`config.mk`:
```
export PLATFORM = sky130hd
export DESIGN_NAME = work_loader
export DESIGN_NICKNAME = d
export VERILOG_FILES = /design/src/rtl/work_loader.sv
export SDC_FILE = /design/constraint.sdc
export NUM_CORES = 2
export LEC_CHECK = 0
export ABC_AREA = 1
export BUFFER_PORTS_ARGS = -buffer_cell sky130_fd_sc_hd__buf_2
export CORE_AREA = 2 2 313 315
export DETAILED_ROUTE_END_ITERATION = 7
export DIE_AREA = 0 0 315 317
export PLACE_DENSITY = 0.53
export SLEW_MARGIN = 20
export SYNTH_ARGS = -nofsm -noshare
export SYNTH_HDL_FRONTEND = slang
export SYNTH_SLANG_ARGS = --single-unit
export TNS_END_PERCENT = 50
```
`constraint.sdc`:
```
create_clock -name clk -period 27 [get_ports clk]
set_clock_uncertainty 0.1 [all_clocks]
set_input_delay 5.4 -clock clk [delete_from_list [all_inputs] [get_ports clk]]
set_output_delay 5.4 -clock clk [all_outputs]
set_load 0.01 [all_outputs]
```
`src/rtl/work_loader.sv`:
```
// Serial job intake: shifts 8 midstate words and 16 second-chunk words, then offers the job via valid/ready.
// Optional WORK_LOADER_BSWAP_EN byte-reverses each accepted word before shifting.
module work_loader (
  input  logic         clk,
  input  logic         rst,
  input  logic         start_found,
  input  logic [31:0]  word_in,
  input  logic         word_valid,
  input  logic         work_ready,
  output logic [255:0] midstate,
  output logic [511:0] block_data,
  output logic         work_valid,
  output logic [2:0]   controller_state,
  output logic         midstate_shifts_done,
  output logic         remaining_shifts_done,
  output logic         overflow_err
);

  localparam int unsigned WORD_W    = 32;
  localparam int unsigned MID_WORDS = 8;
  localparam int unsigned BLK_WORDS = 16;

  typedef enum logic [2:0] {
    IDLE      = 3'b000,
    MIDSTATE  = 3'b001,
    REMAINING = 3'b010,
    READY     = 3'b011
  } state_t;

  state_t            state;
  logic [3:0]        mid_cnt;
  logic [4:0]        blk_cnt;
  logic [WORD_W-1:0] w;

`ifdef WORK_LOADER_BSWAP_EN
  assign w = {word_in[7:0], word_in[15:8], word_in[23:16], word_in[31:24]};
`else
  assign w = word_in;
`endif

  assign controller_state = state;

  // Job load controller; start_found overrides whatever the current state is doing.
  always_ff @(posedge clk or posedge rst) begin
    if (rst) begin
      state                 <= IDLE;
      mid_cnt               <= '0;
      blk_cnt               <= '0;
      midstate              <= '0;
      block_data            <= '0;
      work_valid            <= 1'b0;
      midstate_shifts_done  <= 1'b0;
      remaining_shifts_done <= 1'b0;
      overflow_err          <= 1'b0;
    end else begin
      overflow_err <= 1'b0;
      if (start_found) begin
        state                 <= MIDSTATE;
        blk_cnt               <= '0;
        work_valid            <= 1'b0;
        midstate_shifts_done  <= 1'b0;
        remaining_shifts_done <= 1'b0;
        mid_cnt               <= word_valid ? 4'd1 : 4'd0;
        if (word_valid) midstate <= {midstate[223:0], w};
      end else begin
        case (state)
          IDLE: begin
            if (word_valid) overflow_err <= 1'b1;
          end
          MIDSTATE: begin
            if (word_valid) begin
              midstate <= {midstate[223:0], w};
              mid_cnt  <= mid_cnt + 4'd1;
              if (mid_cnt == 4'(MID_WORDS - 1)) begin
                midstate_shifts_done <= 1'b1;
                state                <= REMAINING;
              end
            end
          end
          REMAINING: begin
            if (word_valid) begin
              block_data <= {block_data[479:0], w};
              blk_cnt    <= blk_cnt + 5'd1;
              if (blk_cnt == 5'(BLK_WORDS - 1)) begin
                remaining_shifts_done <= 1'b1;
                work_valid            <= 1'b1;
                state                 <= READY;
              end
            end
          end
          READY: begin
            // Data stays frozen; stray words are dropped and flagged.
            if (word_valid) overflow_err <= 1'b1;
            if (work_valid && work_ready) begin
              state                 <= IDLE;
              work_valid            <= 1'b0;
              midstate_shifts_done  <= 1'b0;
              remaining_shifts_done <= 1'b0;
              mid_cnt               <= '0;
              blk_cnt               <= '0;
            end
          end
          default: state <= IDLE;
        endcase
      end
    end
  end

endmodule

```
Word level (Yosys, flattened, before mapping)
Cells that the tools add are included.

cells by class
  bitwise gates (word level) = 1
  reduce and logical (&&, ||, !) cells = 12
  equality and inequality tests = 11
  multiplexer cells = 31
  $add $sub $neg = 2

operators with widths
  operator                                        count
  2-to-1 mux 256 bit                              3
  2-to-1 mux 3 bit                                6
  2-to-1 mux 5 bit                                3
  inequality test 3 bit (second input constant)   5
  2-to-1 mux 4 bit                                3
  one-hot mux 3 bit (4 select lines)              1
  2-to-1 mux 1 bit                                11
  one-hot mux 5 bit (2 select lines)              1
  AND reduction 3 bit                             3
  one-hot mux 4 bit (2 select lines)              1
  AND reduction 4 bit                             2
  == test 3 x 2 -> 1 bit (second input constant)  2
  AND reduction 6 bit                             1
  nonzero test 3 bit                              2
  adder 5 x 1 -> 5 bit (second input constant)    1
  == test 5 x 4 -> 1 bit (second input constant)  1
  adder 4 x 1 -> 4 bit (second input constant)    1
  == test 4 x 3 -> 1 bit (second input constant)  1
  one-hot mux 1 bit (2 select lines)              2
  == test 3 x 1 -> 1 bit (second input constant)  1
  logical NOT 3 bit                               1
  inequality test 2 bit (second input constant)   1
  nonzero test 2 bit                              1
  OR reduction 2 bit                              1
  other kinds (2)                                 2

storage, ports and cells
  input port bits = 37
  flip-flop bits (word level) = 783
  output and inout bits = 775

Longest topological paths before layout
  depth after elaboration = 5
  gate-level depth with buffers = 9
  gate-level depth less buffers = 9

Worst setup path before layout
OpenSTA, ideal clock, no wires.

  kind = input -> register
  from = input start_found
  to = register midstate[0]
  stages = 6
  buffers on the path = 3
  path slack = 20,328 ps
  data arrival time = 6,447 ps
  cells stage by stage = buf_2 -> nand2_1 -> nand2_1 -> buf_4 -> buf_2 -> mux2_2

on the way
  cells in the longest elaborated chain, start to end = 1

ends and longest elaborated chain
  element                                                   line  source
  from (decl)                                               6     input logic start_found,
  2-to-1 mux 256 bit or nonzero test 2 bit (tied branches)  --
  to (signal assigned)                                      64    if (word_valid) midstate <= {midstate[223:0], w};
  to (signal assigned)                                      72    midstate <= {midstate[223:0], w};
  to (decl)                                                 10    output logic [255:0] midstate,

Parallel ways exist; a longest one is shown, timed or not.
A chain may end at the register's enable or synchronous reset.

Worst setup path after layout
  from = input start_found
  to = register block_data[223]

on the way
  cells in the longest elaborated chain, start to end = 2

ends and longest elaborated chain
  element                        line  source
  inverter 1 bit (no line)       --
  AND reduction 3 bit (no line)  --
  to (signal assigned)           82    block_data <= {block_data[479:0], w};
  to (decl)                      11    output logic [511:0] block_data,

No other way between the ends.

==> reports/results.tsv <==
metric	value	unit
status	finished clean	
top_layer	met5	
cp_max_fo	203	
areaGrowthSynthToFinish	25.7	%
drt-pass1-iter-count	5	
cp.depth	8	
fp-row-count	114	
layout_min_cycle_time	8.94	ns
fin_crit_sh	33.1	%
hold_depth	2	
synth_area	30500	um2
initial_core_util	31.6	%
power	3.93	mW
routedWlPerCell	21.7	um
synth-edff-count	0	
cts_hold_buf	0	
critPathCaptureType	register	
slew_headroom	14.0	%
fp.dieW	315	um
dpl.hpwl	75.5	mm
vias	23500	
synth_seq_cells	782	
grt.total_usage	20.8	%
met1Wirelength	43.0	mm
cp_num_buf_inv	4	
p_per_area	103	nW/um2
path_clk_slew	0.06	ns
grt_pass1_vias	23200	
final_max_slew_viol_count	0	
final_cell_mix	1063 x nand2_1, 810 x buf_2, 782 x dfrtp_1, 520 x o21ai_0, 254 x mux2_2	
avgViaCountPerCell	4.74	
rsz0062_at_grt	false	
slowest_stage	nor2_8	
setup_viol	0	
postSynthAreaPerCell	10.6	um2
fillers	9680	
drt-initial-drc-count	1933	
path_delay_family	buffers and inverters	
h-tree-depth	3	
max_stage_delay	0.94	ns
grt_max_degree	204	
hold_class	register to register	
syn_nets	2925	
final_common_cell	nand2_1	
die_h	317	um
dieArea	99900	um2
clkSinkCount	782	
crit_path_cell_trace	buf_2 > inv_2 > nand2_8 > nor2_8 > buf_12 > buf_4 > nand2_1 > nand2_1	
post-cts-setup-buffer-count	0	
worstPathRequired	27.48	ns
async_reset_ff_share	100	%
clk_latency	0.65	ns
nets	3653	
drive_above_1_share	33.7	%
worstMarginPinSlew	1.29	ns
ioPinCount	812	
start_kind	primary input	
drtAntennaViolNets	0	
netlist_instances	2881	
yosys.cell_types.count	24	
ctsResizeCount	0	
critPathMostFrequentCell	nand2_1	
hold_ws	0.386	ns
yosysSeqAreaShare	64.2	%
wl	107	mm
final_util	39.8	%
ir_worst_vdd	0.0761	mV
io_buffers	810	
r2r_slack	22.31	ns
cp.arrival	9.42	ns
routed-wl-met2	53.2	mm
drc	0	
yosys_warnings	0	
grt_overflow	0	
tns	0	ns
cts_buffers	88	
grt_pass1_wl	157	mm
hold_viol	0	
reg2regPathDepth	8	
wl_met3	8.45	mm
leakagePower	21.4	nW
synth_ff_type	dfrtp_1	
cts_root_buf	clkbuf_16	
clockBufferDepth	3	
antenna_found_initial	17	
cts_tree	done	
crit_type	primary input to register	
max_freq	0.112	GHz
cap_violations	0	
gp_congestion	0.855	
core_region_area	96300	um2
worst register-to-register path, delay by kind of cell, from the launching register on:
| family | cells | cell delay (ns) |
|---|---|---|
| flops | 1 | 0.44 |
| simple gates | 4 | 1.71 |
| buf+inv | 3 | 2.07 |
| fa+ha+maj | 1 | 0.31 |
Yosys cell counts (5+ instances only):
library cell	instances	area share (%)
buf_2	18	0.30
o21ai_0	520	8.5
mux2_2	254	9.4
buf_4	69	1.7
inv_1	13	0.16
clkbuf_1	106	1.3
nor2_1	16	0.20
ha_1	7	0.29
nand3_1	9	0.15
dfrtp_1	782	64
buf_6	5	0.18
nand2_1	1064	13
stage by stage:
stage          cell area [um2]  setup WS, ns  std cells
2_1_floorplan            30500         10.77       2881
3_3_place_gp             35300         17.63       4792
3_5_place_dp             35300         17.62       4792
4_1_cts                  38200         18.33       4947
5_1_grt                  38300         17.89       4952
6_report                 38300         18.06       4953
where the power goes:
part | internal, mW | switching (mW)
registers | 1.46 | 0.261
clock network | 0.712 | 0.499
logic | 0.424 | 0.578
final cells by class:
| class | count | area [um2] | area share (%) |
|---|---|---|---|
| clock inverters | 33 | 379 | 0.990 |
| flip-flops and latches | 782 | 19600 | 51.1 |
| diodes | 3 | 7.51 | 0.0196 |
| multi-input cells | 1885 | 9780 | 25.5 |
| inverters | 15 | 67.6 | 0.176 |
| clock buffers | 122 | 2530 | 6.61 |
| well taps | 1276 | 1600 | 4.17 |
| repair buffers | 837 | 4360 | 11.4 |
routing by layer:
metal  global-route usage [%]  vias up
li1                         -    10900
met1                     25.3    11800
met2                     35.0      662
met3                     6.50      157
met4                     6.47       10
met5                        0        -
final timing paths:
check | to | from
setup / recovery | block_data[223] | start_found
hold / removal | block_data[184] | block_data[152]
setup reg to reg | block_data[223] | controller_state[0]
hold reg to reg | block_data[184] | block_data[152]
max in group asynchronous | midstate[79] | rst
min in group asynchronous | block_data[280] | rst
registers in the layout (all words and copies together), names as in the netlist:
signal / cells
midstate_shifts_done: 1
blk_cnt: 5
midstate: 256
controller_state: 2
remaining_shifts_done: 1
overflow_err: 1
mid_cnt: 4
block_data: 512
cell families after synthesis:
group,synth area share (%)
DFF,64.2
muxes,9.42
AOI/OAI and AO/OA,8.60
adders and majority gates,0.287
other,0.0123
and+or+nand+nor,13.7
buffers and inverters,3.72
(Power assumes the default switching activity.)
